$ cat src/rtl/rpn_stack_ctrl.sv
// Operand-stack controller for the RPN calculator: accepts one command at a time and
// sequences it through IDLE -> RD -> WB, committing the result to the stack on the WB edge.
module rpn_stack_ctrl #(
  parameter int unsigned WIDTH = 8,
  parameter int unsigned DEPTH = 8
) (
  input  logic                       CLOCK_50,
  input  logic                       rst_n,
  input  logic                       cmd_valid,
  input  logic [2:0]                 cmd_op,
  input  logic [WIDTH-1:0]           cmd_data,
  output logic                       cmd_ready,
  output logic                       done,
  output logic [WIDTH-1:0]           top,
  output logic [$clog2(DEPTH+1)-1:0] count,
  output logic                       err_ovf,
  output logic                       err_unf
);

  localparam int unsigned CW = $clog2(DEPTH + 1);

  localparam logic [1:0] StIdle = 2'd0;
  localparam logic [1:0] StRd   = 2'd1;
  localparam logic [1:0] StWb   = 2'd2;

  localparam logic [2:0] OpPush  = 3'd0;
  localparam logic [2:0] OpAdd   = 3'd1;
  localparam logic [2:0] OpSub   = 3'd2;
  localparam logic [2:0] OpMul   = 3'd3;
  localparam logic [2:0] OpDrop  = 3'd4;
  localparam logic [2:0] OpDup   = 3'd5;
  localparam logic [2:0] OpSwap  = 3'd6;
  localparam logic [2:0] OpClear = 3'd7;

  logic             rst_sync_q;
  logic [1:0]       state_q;
  logic [2:0]       op_q;
  logic [WIDTH-1:0] data_q;
  logic [WIDTH-1:0] a_q;
  logic [WIDTH-1:0] b_q;
  logic             ovf_pend_q;
  logic             unf_pend_q;
  logic [CW-1:0]    count_q;
  logic [WIDTH-1:0] top_q;
  logic             ovf_q;
  logic             unf_q;
  logic             done_q;
  logic [WIDTH-1:0] stk_q [DEPTH];

  logic [WIDTH-1:0] rd_a;
  logic [WIDTH-1:0] rd_b;
  logic             chk_ovf;
  logic             chk_unf;
  logic [WIDTH-1:0] res;
  logic [CW-1:0]    count_nx;
  logic [WIDTH-1:0] top_nx;
  logic [DEPTH-1:0] wr_en;
  logic [WIDTH-1:0] wr_val [DEPTH];

  // Single-stage release sync so the first accept can land on the second edge after release.
  always_ff @(posedge CLOCK_50 or negedge rst_n) begin
    if (!rst_n) begin
      rst_sync_q <= 1'b0;
    end else begin
      rst_sync_q <= 1'b1;
    end
  end

  always_comb begin
    rd_a = '0;
    rd_b = '0;
    for (int i = 0; i < DEPTH; i++) begin
      if (count_q == CW'(i + 1)) rd_b = stk_q[i];
      if (count_q == CW'(i + 2)) rd_a = stk_q[i];
    end
  end

  always_comb begin
    chk_ovf = 1'b0;
    chk_unf = 1'b0;
    case (op_q)
      OpPush: chk_ovf = (count_q == CW'(DEPTH));
      OpDup: begin
        chk_ovf = (count_q == CW'(DEPTH));
        chk_unf = (count_q == '0);
      end
      OpDrop: chk_unf = (count_q == '0);
      OpAdd, OpSub, OpMul, OpSwap: chk_unf = (count_q < CW'(2));
      default: ;
    endcase
  end

  always_comb begin
    res = '0;
    case (op_q)
      OpAdd:   res = a_q + b_q;
      OpSub:   res = a_q - b_q;
      OpMul:   res = a_q * b_q;
      default: ;
    endcase
  end

  // Next count/top and per-entry writes for a legal command; applied only on the WB edge.
  always_comb begin
    count_nx = count_q;
    top_nx   = top_q;
    wr_en    = '0;
    for (int i = 0; i < DEPTH; i++) wr_val[i] = '0;
    case (op_q)
      OpPush: begin
        count_nx = count_q + CW'(1);
        top_nx   = data_q;
      end
      OpDup: begin
        count_nx = count_q + CW'(1);
        top_nx   = b_q;
      end
      OpAdd, OpSub, OpMul: begin
        count_nx = count_q - CW'(1);
        top_nx   = res;
      end
      OpDrop: begin
        count_nx = count_q - CW'(1);
        top_nx   = a_q;
      end
      OpSwap: top_nx = a_q;
      default: ;
    endcase
    for (int i = 0; i < DEPTH; i++) begin
      case (op_q)
        OpPush, OpDup: begin
          if (count_q == CW'(i)) begin
            wr_en[i]  = 1'b1;
            wr_val[i] = (op_q == OpPush) ? data_q : b_q;
          end
        end
        OpAdd, OpSub, OpMul: begin
          if (count_q == CW'(i + 2)) begin
            wr_en[i]  = 1'b1;
            wr_val[i] = res;
          end
        end
        OpSwap: begin
          if (count_q == CW'(i + 1)) begin
            wr_en[i]  = 1'b1;
            wr_val[i] = a_q;
          end
          if (count_q == CW'(i + 2)) begin
            wr_en[i]  = 1'b1;
            wr_val[i] = b_q;
          end
        end
        default: ;
      endcase
    end
  end

  always_ff @(posedge CLOCK_50 or negedge rst_sync_q) begin
    if (!rst_sync_q) begin
      state_q    <= StIdle;
      op_q       <= '0;
      data_q     <= '0;
      a_q        <= '0;
      b_q        <= '0;
      ovf_pend_q <= 1'b0;
      unf_pend_q <= 1'b0;
      count_q    <= '0;
      top_q      <= '0;
      ovf_q      <= 1'b0;
      unf_q      <= 1'b0;
      done_q     <= 1'b0;
      for (int i = 0; i < DEPTH; i++) stk_q[i] <= '0;
    end else begin
      done_q <= 1'b0;
      case (state_q)
        StIdle: begin
          if (cmd_valid) begin
            op_q    <= cmd_op;
            data_q  <= cmd_data;
            state_q <= StRd;
          end
        end
        StRd: begin
          a_q        <= rd_a;
          b_q        <= rd_b;
          ovf_pend_q <= chk_ovf;
          unf_pend_q <= chk_unf;
          state_q    <= StWb;
        end
        StWb: begin
          done_q  <= 1'b1;
          state_q <= StIdle;
          if (op_q == OpClear) begin
            count_q <= '0;
            top_q   <= '0;
            ovf_q   <= 1'b0;
            unf_q   <= 1'b0;
          end else if (ovf_pend_q || unf_pend_q) begin
            if (ovf_pend_q) ovf_q <= 1'b1;
            if (unf_pend_q) unf_q <= 1'b1;
          end else begin
            count_q <= count_nx;
            top_q   <= top_nx;
            for (int i = 0; i < DEPTH; i++) begin
              if (wr_en[i]) stk_q[i] <= wr_val[i];
            end
          end
        end
        default: state_q <= StIdle;
      endcase
    end
  end

  assign cmd_ready = (state_q == StIdle);
  assign done      = done_q;
  assign top       = top_q;
  assign count     = count_q;
  assign err_ovf   = ovf_q;
  assign err_unf   = unf_q;

endmodule

$ cat config.mk
export PLATFORM = sky130hd
export DESIGN_NAME = rpn_stack_ctrl
export DESIGN_NICKNAME = d
export VERILOG_FILES = /design/src/rtl/rpn_stack_ctrl.sv
export SDC_FILE = /design/constraint.sdc
export NUM_CORES = 1
export LEC_CHECK = 0
export BUFFER_PORTS_ARGS = -buffer_cell sky130_fd_sc_hd__buf_4
export CAP_MARGIN = 20
export CORE_MARGIN = 8
export CORE_UTILIZATION = 45
export DETAILED_ROUTE_END_ITERATION = 8
export PLACE_DENSITY = 0.66
export RECOVER_POWER = 50
export SLEW_MARGIN = 20
export SYNTH_ARGS = -nofsm -noshare
export SYNTH_HDL_FRONTEND = slang
export SYNTH_SLANG_ARGS = --single-unit
$ cat constraint.sdc
create_clock -name CLOCK_50 -period 4.2 [get_ports CLOCK_50]
set_clock_uncertainty 0.05 [all_clocks]
set_input_delay 0.84 -clock CLOCK_50 [delete_from_list [all_inputs] [get_ports CLOCK_50]]
set_output_delay 0.84 -clock CLOCK_50 [all_outputs]
set_load 0.1 [all_outputs]
### Yosys cells after proc, flatten, opt, wreduce, memory -nomap -nowiden

Cells that the tools add are included.

| cells by class | value |
|---|---|
| $add $sub $neg | 4 |
| multiply operators | 1 |
| order comparisons | 1 |
| eq/ne operators | 20 |
| multiplexer cells | 101 |
| bitwise logic cells | 2 |
| reductions and logical operators | 28 |

Operators with widths:

| operator | count |
|---|---|
| 8-bit two-way mux | 51 |
| 8-bit case mux with 3 select lines | 9 |
| 8-bit case mux with 4 select lines | 1 |
| 4-bit AND reduction | 8 |
| 1-bit two-way mux | 26 |
| 1-bit case mux with 3 select lines | 8 |
| 4-bit by 3-bit == test with 1-bit output, second input constant | 4 |
| 3-bit == test, second input constant | 4 |
| 3-bit AND reduction | 4 |
| 8-bit adder | 1 |
| 4-bit by 2-bit == test with 1-bit output, second input constant | 2 |
| 4-bit == test, second input constant | 2 |
| 8-bit by 8-bit multiplier with 8-bit output | 1 |
| 4-bit two-way mux | 2 |
| 4-bit case mux with 2 select lines | 1 |
| 4-bit OR reduction | 2 |
| 8-bit subtractor | 1 |
| 3-bit by 2-bit == test with 1-bit output, second input constant | 2 |
| 2-bit nonzero test | 3 |
| 2-bit OR reduction | 3 |
| 5-bit nonzero test | 1 |
| 4-bit by 1-bit adder with 4-bit output, second input constant | 1 |
| 4-bit by 1-bit == test with 1-bit output, second input constant | 1 |
| 4-bit zero test | 1 |
| 16 further kinds | 18 |

| word-level totals | value |
|---|---|
| register bits | 111 |
| output and inout port bits | 16 |

### Depth between registers and ports, before layout

Gate-level depths: netlist of the first run.

| logic depth | value |
|---|---|
| word-level depth | 9 |
| gate-level depth with buffers | 18 |
| depth with buffers taken out | 17 |

### Worst setup path before layout of the first run

OpenSTA, ideal clock, no wires.

| timing | value |
|---|---|
| path kind | flip-flop to flip-flop |
| start | register b_q[4] |
| end | register stk_q[55] (netlist bit) |
| setup time | 82 ps |
| data arrival time | 4282 ps |
| data required time | 4068 ps |
| slack | -214 ps |
| cell stages (with the launch flop) | 17 |
| buffers on the path | 2 |
| period minus slack after synthesis | 4414 ps |
| cell sequence | dfrtp_1 > clkbuf_1 > buf_1 > nand2_1 > fa_1 > fa_1 > inv_1 > fa_1 > inv_1 > fa_1 > xor2_1 > xnor3_1 > xnor3_1 > xnor3_1 > nor2_4 > o21ai_0 > a31oi_1 |

| between the ends | value |
|---|---|
| cells in the longest elaborated chain, start to end | 4 |
| elaborated cells on any way between the ends | 6 |
| classes of those cells | 2 x add/sub; 1 x mul; 3 x mux |

Ends and longest elaborated chain:

| what | line | source |
|---|---|---|
| start, declared | 40 | `logic [WIDTH-1:0] b_q;` |
| start signal, assigned | 185 | `b_q <= rd_b;` |
| 8-bit by 8-bit multiplier with 8-bit output, or another cell as far along | 98 | `OpMul: res = a_q * b_q;` |
| 8-bit case mux with 3 select lines * | 95 | `case (op_q)` |
| 8-bit two-way mux * | 138 | `if (count_q == CW'(i + 2)) begin` |
| 8-bit case mux with 3 select lines * | 130 | `case (op_q)` |
| end signal, assigned by index | 205 | `if (wr_en[i]) stk_q[i] <= wr_val[i];` |
| end, declared | 48 | `logic [WIDTH-1:0] stk_q [DEPTH];` |

Every way passes the cells marked *; elsewhere a longest branch is shown, timed or not.
A chain may end at the register's enable or synchronous reset.

### Worst setup path after layout of the first run

| timing | value |
|---|---|
| start | register b_q[3] |
| end | register top_q[7] (netlist: top[7]) |

| between the ends | value |
|---|---|
| cells in the longest elaborated chain, start to end | 5 |
| elaborated cells on any way between the ends | 7 |
| classes of those cells | 2 x add/sub; 1 x mul; 4 x mux |

Ends and longest elaborated chain:

| what | line | source |
|---|---|---|
| 8-bit by 8-bit multiplier with 8-bit output, or another cell as far along | 98 |  |
| 8-bit case mux with 3 select lines * | 95 |  |
| 8-bit case mux with 4 select lines * | 109 | `case (op_q)` |
| 8-bit two-way mux * | 198 | `end else if (ovf_pend_q \|\| unf_pend_q) begin` |
| 8-bit two-way mux * | 193 | `if (op_q == OpClear) begin` |
| end signal, assigned | 203 | `top_q <= top_nx;` |
| end, declared | 44 | `logic [WIDTH-1:0] top_q;` |

Every way passes the cells marked *; elsewhere a longest branch is shown, timed or not. The select of a mux whose other input is x is not followed.

==> summary.txt, run 1 <==
Run status
  – Outcome: finished with violations
  – Failing checks: max-capacitance violations, max-slew violations

STA
  – Final TNS setup: 0 ps
  – Max_slew headroom: -0.299
  – Slack of the critical path: roughly 96 ps
  – Finish-stage setup viols: 0
  – Endpoints failing hold: 0
  – Max Slew Vio Count: just under 80
  – Final Cycle Share: 0.977
  – F_max: 244 MHz
  – RSZ-0062 raised after global routing: yes
  – Tmin final: about 4100 ps
  – Slew of the pin with the lowest slew margin: just under 2000 ps

Global routing
  – Pin count of the biggest net entering global routing: 47
  – GRT Resource Usage Total: 0.263
  – GRT overflow: 0
  – Initial antenna violation count: 0
  – Vias in the first global route: 7924
  – First-pass GRT wire length: 48500 um

Final layout
  – Final nets: 1152
  – Fraction of layout cells with a size suffix above 1: 0.142
  – Util after Layout: 0.512
  – Area Overhead vs Synth: 11.2%
  – # diodes: 0
  – Number of fill cells: about 1.8k

Route
  – Vias: about 8.9k
  – Pre-Repair DR Iteration Count: 9
  – Iter 0 DRT Violations: approximately 1.5k
  – DRC violation count after routing: 0
  – Routed WL per cell: between 20 and 25 um
  – Via density: between 6 and 7
  – Drt total wl: 32200 um
  – Post-route ant nets: 0

Synth
  – Post-Syn Nets: about 1.1k
  – Synthesized area per cell: roughly 8 um2
  – Cell taking the most area after synthesis: dfrtp_1
  – Primary FF master, synth: dfrtp_1
  – Yosys Warn Count: 0
  – Share of the synthesized area in the top cell type: 0.321
  – Top post-synthesis cells by area: dfrtp_1 (32%), nand2_1 (7.7%), a21oi_1 (6.5%)
  – Asr flop ratio synth: 1.00
  – Sequential area share after synthesis: 0.321
  – Gate Count Post-Synth: roughly 1.1k
  – Most common cell in the synthesized netlist: nand2_1
  – Most frequent cells after synthesis: nand2_1 (177), a21oi_1 (113), dfrtp_1 (111), o21ai_0 (97), nor2_1 (94)
  – Synthesized cell area: approximately 8600 um2
  – EDFF count, synth: 0
  – Synth unique cells: 67
  – Seq cells post-synth: around 110

Floorplanning
  – Die area: between 20000 and 25000 um2
  – Initial Util: 0.461
  – I/O Pins: 30
  – Site row count: 50
  – Core footprint: 18800 um2
  – Die height: between 150 and 200 um
  – Die X-Extent: ~150 um

Power
  – Post-layout power: roughly 8 mW
  – VDD IR max: about 0.31 mV
  – Leakage dissipation: 3.93 nW
  – PwrDens: 836 nW/um2

Clocking
  – Root Buffer: clkbuf_16
  – CTS tree: built
  – CTS HTree Levels: 3
  – Num CTS Buffers: 9
  – Deepest clock path buffer count: 2
  – Clock transition at path regs: about 80 ps
  – Clk_lat worst skew: 380 ps
  – Num Clock Sinks: between 100 and 150

Setup path
  – CP Class: flip-flop to flip-flop
  – Crit start category: flip-flop
  – Worst Path Max Fanout: 5
  – Critical Path RT: about 4500 ps
  – Kind of end point of the critical path: flip-flop
  – WP data arrival: ~4400 ps

Placement
  – Pre-CTS worst setup slack: -5.30 ps
  – Number of I/O port buffers: 29
  – Hpwl dp: around 22000 um
  – RePlAce Congestion: 0.997

Job
  – Number of max-cap violations: 2

Hold path
  – Hold crit path type: primary input to async pin
where the power goes:
group	total (mW)	internal [mW]	switching, mW
Clock	0.867	0.411	0.455
Combinational	5.30	1.73	3.57
Sequential	1.87	1.44	0.426
Total	8.04	3.58	4.45
worst paths after layout:
check                      startpoint  depth (start not counted)  slack, ps    endpoint
max                            b_q[3]                         15        100      top[7]
min                             rst_n                          1        190  rst_sync_q
max reg2reg                    b_q[3]                         15        100      top[7]
min reg2reg                    top[5]                          2        420      top[5]
max in group asynchronous  rst_sync_q                          1       1100    count[1]
min in group CLOCK_50          top[5]                          2        420      top[5]
worst max-delay path, cell delays in order (launching register included):
cell and delay [ps]:
dfrtp_1 440, nand2_2 80, fa_2 390, fa_1 500
inv_2 40, fa_1 520, inv_1 50, fa_2 330
xor2_1 150, xnor3_1 240, xnor3_1 210, xnor3_2 460
nor2_4 280, buf_6 150, nor3_2 30, o21ai_1 130
through the flow:
step | hold WS (ps) | cell area, um2 | cells
after floorplan | 422 | 8690 | 1079
after CTS | 178 | 9490 | 1327
after global routing | 194 | 9620 | 1334
after global placement | 329 | 9210 | 1311
final | 194 | 9620 | 1334
after detailed placement | 322 | 9210 | 1311
cells by family (layout without fill, tap and decap cells):
family | after synthesis | after routing | share of synthesized area
AOI/OAI and AO/OA | 397 | 397 | 0.304
xor gates and xnor gates | 25 | 25 | 0.0301
adders and majority gates | 43 | 43 | 0.0735
buffers and inverters | 123 | 143 | 0.0583
DFF | 111 | 111 | 0.321
muxes | 26 | 26 | 0.0321
other | 1 | 1 | 0.000434
and+or+nand+nor | 353 | 354 | 0.180
registers in the layout, summed over array words and instances, names as in the netlist, 2 cells and up:
register and cells:
stk_q 64, a_q 8, b_q 8, data_q 8, top 8, count 4, op_q 3, state_q 2
layout by cell type, fill, tap and decap left out, types with 17 or more instances in the layout:
cell type  instances
dfrtp_1          109
nor2_1            94
a221oi_1          47
ha_1              28
inv_1             39
o21ai_1           17
a222oi_1          41
o21ai_0           92
and2_1            21
a21oi_1          111
xnor2_1           19
buf_4             77
nand2_1          174
per-layer routing:
| layer | share of wire | wire length, um | vias to the layer above | GRT usage |
|---|---|---|---|---|
| met2 | 0.43 | 13800 | 629 | 0.394 |
| met4 | 0.043 | 1370 | 0 | 0.104 |
| li1 | - | - | 3972 | - |
| met5 | 0 | 0 | - | 0 |
| met1 | 0.39 | 12600 | 4219 | 0.345 |
| met3 | 0.14 | 4350 | 93 | 0.0833 |
layout make-up:
class,instances,area (um2),share of cell area
flip-flops and latches,111,2780,0.289
well taps,234,293,0.0304
inverters,41,154,0.0160
repair buffers,86,667,0.0693
clock buffers,9,225,0.0234
clock inverters,7,56.3,0.00585
multi-input cells,846,5440,0.566
repair_timing:
| action | in CTS | in global routing |
|---|---|---|
| setup buffers | 0 | 6 |
| hold buffers | 0 | 0 |
| cloned | 0 | 1 |
| gates resized for setup | 0 | 28 |
| hold endpoints to repair | 0 | 0 |
| pin swaps | 1 | 24 |
| setup endpoints to repair | 2 | 18 |
Power figures use the tool's default switching activity.
==> run 2: changes to the inputs <==
Settings changed: CORE_UTILIZATION 45 to 48, PLACE_DENSITY 0.66 to 0.69.
==> run 2 against run 1 <==
  * The flow still finishes with violations (max-capacitance violations, max-slew violations)
  * Critical path type unchanged
  * Register-to-register slack better by 20 ps
  * Sequential share of layout area rose by 0.12 points
  * Global-route usage up 2.0 points
  * Worst hold slack gained 5.2 ps
==> summary.txt, run 2 (same netlist as run 1, synthesis figures left out) <==
Run status
  – Outcome: finished with violations
  – Failing checks: max-capacitance violations, max-slew violations

Final layout
  – # diodes: 0 (unchanged)
  – Final nets: 1154 (+0.17%)
  – Commonest non-fill, non-tap cells in the layout: nand2_1 (175), a21oi_1 (112), dfrtp_1 (110), nor2_1 (94), o21ai_0 (94)
  – Fraction of layout cells with a size suffix above 1: 0.134 (-0.00752)
  – Most common cell after layout, fill and taps aside: nand2_1
  – Area Overhead vs Synth: 10.7%
  – Max reg flops: 64 (unchanged)
  – Top reg by flops: stk_q

Route
  – Via density: 6.76 (+1.2%)
  – Vias: 8999 (+0.96%)
  – Iter 0 DRT Violations: 1505 (-1.2%)
  – DRC violation count after routing: 0 (unchanged)
  – Drt total wl: 32000 um (-0.65%)
  – Post-route ant nets: 0 (unchanged)
  – Routed WL per cell: 24.0 um (-0.43%)
  – Pre-Repair DR Iteration Count: 8 (-1)

Setup path
  – Worst r2r dst: stk_q[63]
  – Depth of the worst register-to-register path: 14 (-1)
  – WP data arrival: 4330 ps (-30 ps)
  – Crit path from: a_q[2]
  – Crit-path max cell delay: 480 ps (-40 ps)
  – Critical Path End: stk_q[63]
  – Worst-path cell chain: buf_4 -> and2_1 -> fa_1 -> ha_1 -> fa_1 -> inv_1 -> fa_1 -> xor2_1 -> xnor3_1 -> xnor3_1 -> xnor3_2 -> nor2_4 -> o21ai_0 -> a21oi_1
  – R2R setup slack: 120 ps (+20 ps)
  – Reg-to-reg startpoint: a_q[2]
  – Critical Path RT: 4450 ps (about the same)
  – CP Class: flip-flop to flip-flop
  – CP max-delay cell: fa_1
  – Kind of end point of the critical path: flip-flop
  – CP dominant cell by count: fa_1
  – Crit start category: flip-flop
  – Worst Path Max Fanout: 5 (unchanged)

STA
  – Endpoints failing hold: 0 (unchanged)
  – Tmin final: 4080 ps (-25.0 ps)
  – Finish-stage setup viols: 0 (unchanged)
  – RSZ-0062 raised after global routing: yes
  – Max Slew Vio Count: 35 (-55%)
  – Final TNS setup: 0 ps (unchanged)
  – Slew of the pin with the lowest slew margin: 1810 ps (-139 ps)
  – Final Cycle Share: 0.971 (-0.00595)
  – F_max: 245 MHz (+0.61%)
  – Max_slew headroom: -0.206 (+0.0925)

Global routing
  – Initial antenna violation count: 0 (unchanged)
  – Pin count of the biggest net entering global routing: 44 (-6.4%)
  – First-pass GRT wire length: 48700 um (+0.48%)
  – GRT Resource Usage Total: 0.282 (+0.0197)
  – Vias in the first global route: 8203 (+3.5%)
  – GRT overflow: 0 (unchanged)

Floorplanning
  – Die height: 150 um (-2.8%)
  – I/O Pins: 30 (unchanged)
  – Initial Util: 0.485 (+0.0239)
  – Core footprint: 17800 um2 (-4.9%)
  – Site row count: 49 (-2.0%)
  – Die area: 22600 um2 (-5.6%)
  – Die X-Extent: 150 um (-2.8%)

Placement
  – RePlAce Congestion: 1.02 (+2.1%)
  – Number of I/O port buffers: 29 (unchanged)
  – Hpwl dp: 22100 um (-1.1%)

Clocking
  – CTS HTree Levels: 3 (unchanged)
  – Deepest clock path buffer count: 2 (unchanged)
  – Clock transition at path regs: 80 ps (about the same)
  – Root Buffer: clkbuf_16
  – Num Clock Sinks: 111 (unchanged)
  – Num CTS Buffers: 9 (unchanged)
  – Clk_lat worst skew: 380 ps (about the same)
  – CTS tree: built
  – Hold Buf Count CTS: 0 (unchanged)

Power
  – PwrDens: 835 nW/um2 (about the same)
  – Leakage dissipation: 3.95 nW (+0.41%)
  – Post-layout power: 8.00 mW (-0.52%)
  – VDD IR max: 0.847 mV (+170%)

Hold path
  – Hold crit path type: primary input to async pin

Job
  – Number of max-cap violations: 1 (-1)
[run 2: worst min-delay path by stage]
stage / from / endpoint / slack [ps] / cells after the start
5_1_grt: rst_n / rst_sync_q / 190 / 1
3_5_place_dp: rst_sync_q / stk_q[49] / 250 / 0
4_1_cts: rst_n / rst_sync_q / 170 / 1
2_1_floorplan: stk_q[57] / stk_q[57] / 420 / 2
3_3_place_gp: rst_sync_q / stk_q[49] / 240 / 0
6_report: rst_n / rst_sync_q / 200 / 1
[run 2: where the power goes]
part           switching, mW  leakage (nW)  internal, mW
clock network          0.451         0.132         0.414
registers              0.414          1.44          1.44
logic                   3.56          2.38          1.72
[run 2: what timing repair did]
| action | 4_1_cts | 5_1_grt |
|---|---|---|
| setup endpoints to repair | 7 | 18 |
| resized for setup | 0 | 11 |
| gates cloned | 0 | 1 |
| buffers inserted | 0 | 6 |
| hold endpoints to repair | 0 | 0 |
| pin swaps | 1 | 8 |
[run 2: final cells by class]
class	count	area (um2)
Tap cell	229	287
Fill cell	1706	8270
Clock buffer	10	229
Clock inverter	6	52.6
Multi-Input combinational cell	846	5410
Inverter	41	154
Timing Repair Buffer	88	663
Sequential cell	111	2780
[run 2: critical path: cells and delay by family (launching register included)]
kind / cells / cell delay [ps]
xor gates and xnor gates: 4 / 1050
AOI/OAI and AO/OA: 2 / 320
and+or+nand+nor: 2 / 370
DFF: 1 / 410
buffers and inverters: 2 / 210
adders and majority gates: 4 / 1610
[run 2: metrics by stage]
| step | worst slack (ps) | area, um2 | hold WS (ps) | std cells | utilization |
|---|---|---|---|---|---|
| global placement | 33.9 | 9220 | 241 | 1308 | 0.517 |
| global route | -31.0 | 9570 | 187 | 1331 | 0.537 |
| CTS | 8.91 | 9500 | 172 | 1324 | 0.532 |
| detailed placement | -10.7 | 9220 | 248 | 1308 | 0.517 |
| floorplan | 86.3 | 8690 | 422 | 1079 | - |
| finish | 121 | 9570 | 200 | 1331 | 0.537 |
[run 2: metal layers]
layer	track usage	up-vias	wire (um)	part of all wire
met5	0	-	0	0
met4	0.161	0	1950	0.061
li1	-	3973	-	-
met1	0.364	4206	12000	0.38
met2	0.418	688	13800	0.43
met3	0.0797	132	4270	0.13
==> run 3: changes to the inputs <==
Settings changed: CORE_UTILIZATION 48 to 55, PLACE_DENSITY 0.69 to 0.77.
==> run 3 against run 2 <==
  * The flow finishes with violations (design-rule violations, max-capacitance violations, max-slew violations)
  * Routed wire length grew 0.50%
  * Critical path depth rose by 3
  * Sequential share of layout area down 0.22 points
  * Critical endpoint is now stk_q[55]
  * Sequential power about the same
  * Clock-buffer cell count is 1 lower
  * Maximum frequency down 0.19%
==> summary.txt, run 3 (same netlist as run 1, synthesis figures left out) <==
STA
  – F_max: 245 MHz (-0.19%)
  – Slew of the pin with the lowest slew margin: 1830 ps (+23.8 ps)
  – Endpoints failing hold: 0 (unchanged)
  – Finish-stage setup viols: 0 (unchanged)
  – Max_slew headroom: -0.222 (-0.0159)
  – WHS: 209 ps (+8.99 ps)
  – Tmin final: 4090 ps (+7.85 ps)
  – Final Cycle Share: 0.973 (+0.00187)
  – Max Slew Vio Count: 36 (+2.9%)
  – RSZ-0062 raised after global routing: yes

Clocking
  – Num Clock Sinks: 111 (unchanged)
  – Hold Buf Count CTS: 0 (unchanged)
  – Clk_lat worst skew: 370 ps (about the same)
  – Num CTS Buffers: 9 (unchanged)
  – CTS HTree Levels: 3 (unchanged)
  – CTS tree: built
  – Root Buffer: clkbuf_16
  – Clock transition at path regs: 80 ps (about the same)
  – Deepest clock path buffer count: 2 (unchanged)

Setup path
  – WP data arrival: 4320 ps (about the same)
  – CP bufs+invs: 5 (+3)
  – Depth of the worst register-to-register path: 17 (+3)
  – Crit path max-delay family: adder cells
  – Kind of end point of the critical path: flip-flop
  – Crit-path max cell delay: 470 ps (about the same)
  – Worst r2r dst: stk_q[55]
  – Critical Path RT: 4430 ps (-20 ps)
  – Worst-path cell chain: buf_6 -> nand2_1 -> fa_2 -> inv_2 -> fa_1 -> ha_1 -> inv_1 -> fa_1 -> inv_1 -> ha_4 -> a21o_1 -> a21oi_4 -> xnor3_1 -> nor2_4 -> buf_12 -> o21ai_0 -> a31oi_1
  – Crit start category: flip-flop
  – CP Class: flip-flop to flip-flop
  – R2R setup slack: 110 ps (about the same)
  – Worst Path Max Fanout: 5 (unchanged)
  – Reg-to-reg startpoint: b_q[3]
  – CP max-delay cell: fa_1

Global routing
  – Vias in the first global route: 8348 (+1.8%)
  – Pin count of the biggest net entering global routing: 77 (+75%)
  – Initial antenna violation count: 0 (unchanged)
  – GRT overflow: 0 (unchanged)
  – GRT Resource Usage Total: 0.315 (+0.0330)
  – First-pass GRT wire length: 48500 um (-0.54%)

Route
  – Drt total wl: 32100 um (+0.50%)
  – Pre-Repair DR Iteration Count: 9 (+1)
  – Vias: 9005 (+0.067%)
  – DRC violation count after routing: 30 (+30)
  – Iter 0 DRT Violations: 1459 (-3.1%)
  – Via density: 6.85 (+1.3%)
  – Post-route ant nets: 0 (unchanged)
  – Routed WL per cell: 24.4 um (+1.7%)

Placement
  – Hpwl dp: 21800 um (-1.3%)
  – Area after DPL: 9180 um2 (-0.37%)
  – RePlAce Congestion: 1.03 (+0.93%)
  – Placed Cells: 1291 (-1.3%)
  – Number of I/O port buffers: 29 (unchanged)

Final layout
  – Fraction of layout cells with a size suffix above 1: 0.141 (+0.00674)
  – Commonest non-fill, non-tap cells in the layout: nand2_1 (175), a21oi_1 (110), dfrtp_1 (110), o21ai_0 (96), nor2_1 (93)
  – Design area: 9650 um2 (+0.77%)
  – Area Overhead vs Synth: 11.5%
  – Layout Cells excl Fill: 1315 (-1.2%)
  – Util after Layout: 0.618 (+0.0819)
  – Top reg by flops: stk_q
  – Most common cell after layout, fill and taps aside: nand2_1
  – Final nets: 1151 (-0.26%)
  – # diodes: 0 (unchanged)
  – Max reg flops: 64 (unchanged)

Floorplanning
  – Site row count: 46 (-6.1%)
  – Die height: 141 um (-5.9%)
  – Die X-Extent: 141 um (-5.9%)
  – Initial Util: 0.554 (+0.0697)
  – I/O Pins: 30 (unchanged)
  – Die area: 20000 um2 (-11%)
  – Core footprint: 15600 um2 (-13%)

Power
  – Leakage dissipation: 3.97 nW (+0.43%)
  – PwrDens: 829 nW/um2 (-0.72%)
  – VDD IR max: 0.579 mV (-32%)

Hold path
  – Hold crit path type: primary input to async pin

Job
  – Number of max-cap violations: 1 (unchanged)

Run status
  – Failing checks: design-rule violations, max-capacitance violations, max-slew violations
  – Outcome: finished with violations
-- run 3: per-layer routing --
metal  wire [um]  share of wire  GRT usage  vias up
met2       14200           0.44      0.485      693
met4        1850          0.058      0.168        0
met3        4070           0.13     0.0719      163
li1            -              -          -     3970
met5           0              0          0        -
met1       12000           0.37      0.407     4179
-- run 3: power by group --
part,switching (mW),internal [mW]
sequential,0.401,1.44
combinational,3.56,1.73
clock,0.447,0.416
-- run 3: worst max-delay path by stage --
stage	cells after the start	end	from	slack, ps
2_1_floorplan	16	stk_q[55]	a_q[1]	90
3_3_place_gp	17	stk_q[55]	b_q[2]	130
3_5_place_dp	15	stk_q[55]	a_q[3]	-10
4_1_cts	18	stk_q[55]	b_q[2]	40
5_1_grt	17	stk_q[46]	b_q[3]	-70
6_report	17	stk_q[55]	b_q[3]	110
-- run 3: worst register-to-register path, delay by kind of cell, from the launching register on --
family | cells | cell delay [ps]
adders and majority gates | 5 | 1780
DFF | 1 | 440
xor gates and xnor gates | 1 | 350
and+or+nand+nor | 2 | 280
buffers and inverters | 5 | 470
AOI/OAI and AO/OA | 4 | 640
-- run 3: what timing repair did --
action                     CTS  global route
pin swaps                    4            17
gates resized for setup      0            23
setup buffers                3             3
cloned                       0             1
setup endpoints to repair    2            18
-- run 3: per-stage QoR --
step	setup WS, ps	setup TNS, ps	total power [mW]
finish	113	0	8.00
global route	-67.0	-268	8.36
CTS	43.2	0	7.67
detailed placement	-12.1	-12.1	6.77
global placement	127	0	6.70
floorplan	86.3	0	5.13
-- run 3: layout make-up --
cell class / instances / area, um2
clock buffers: 9 / 225
clock inverters: 7 / 62.6
fillers: 1334 / 5950
inverters: 41 / 154
multi-input cells: 845 / 5440
flip-flops and latches: 111 / 2780
well taps: 216 / 270
repair buffers: 86 / 716
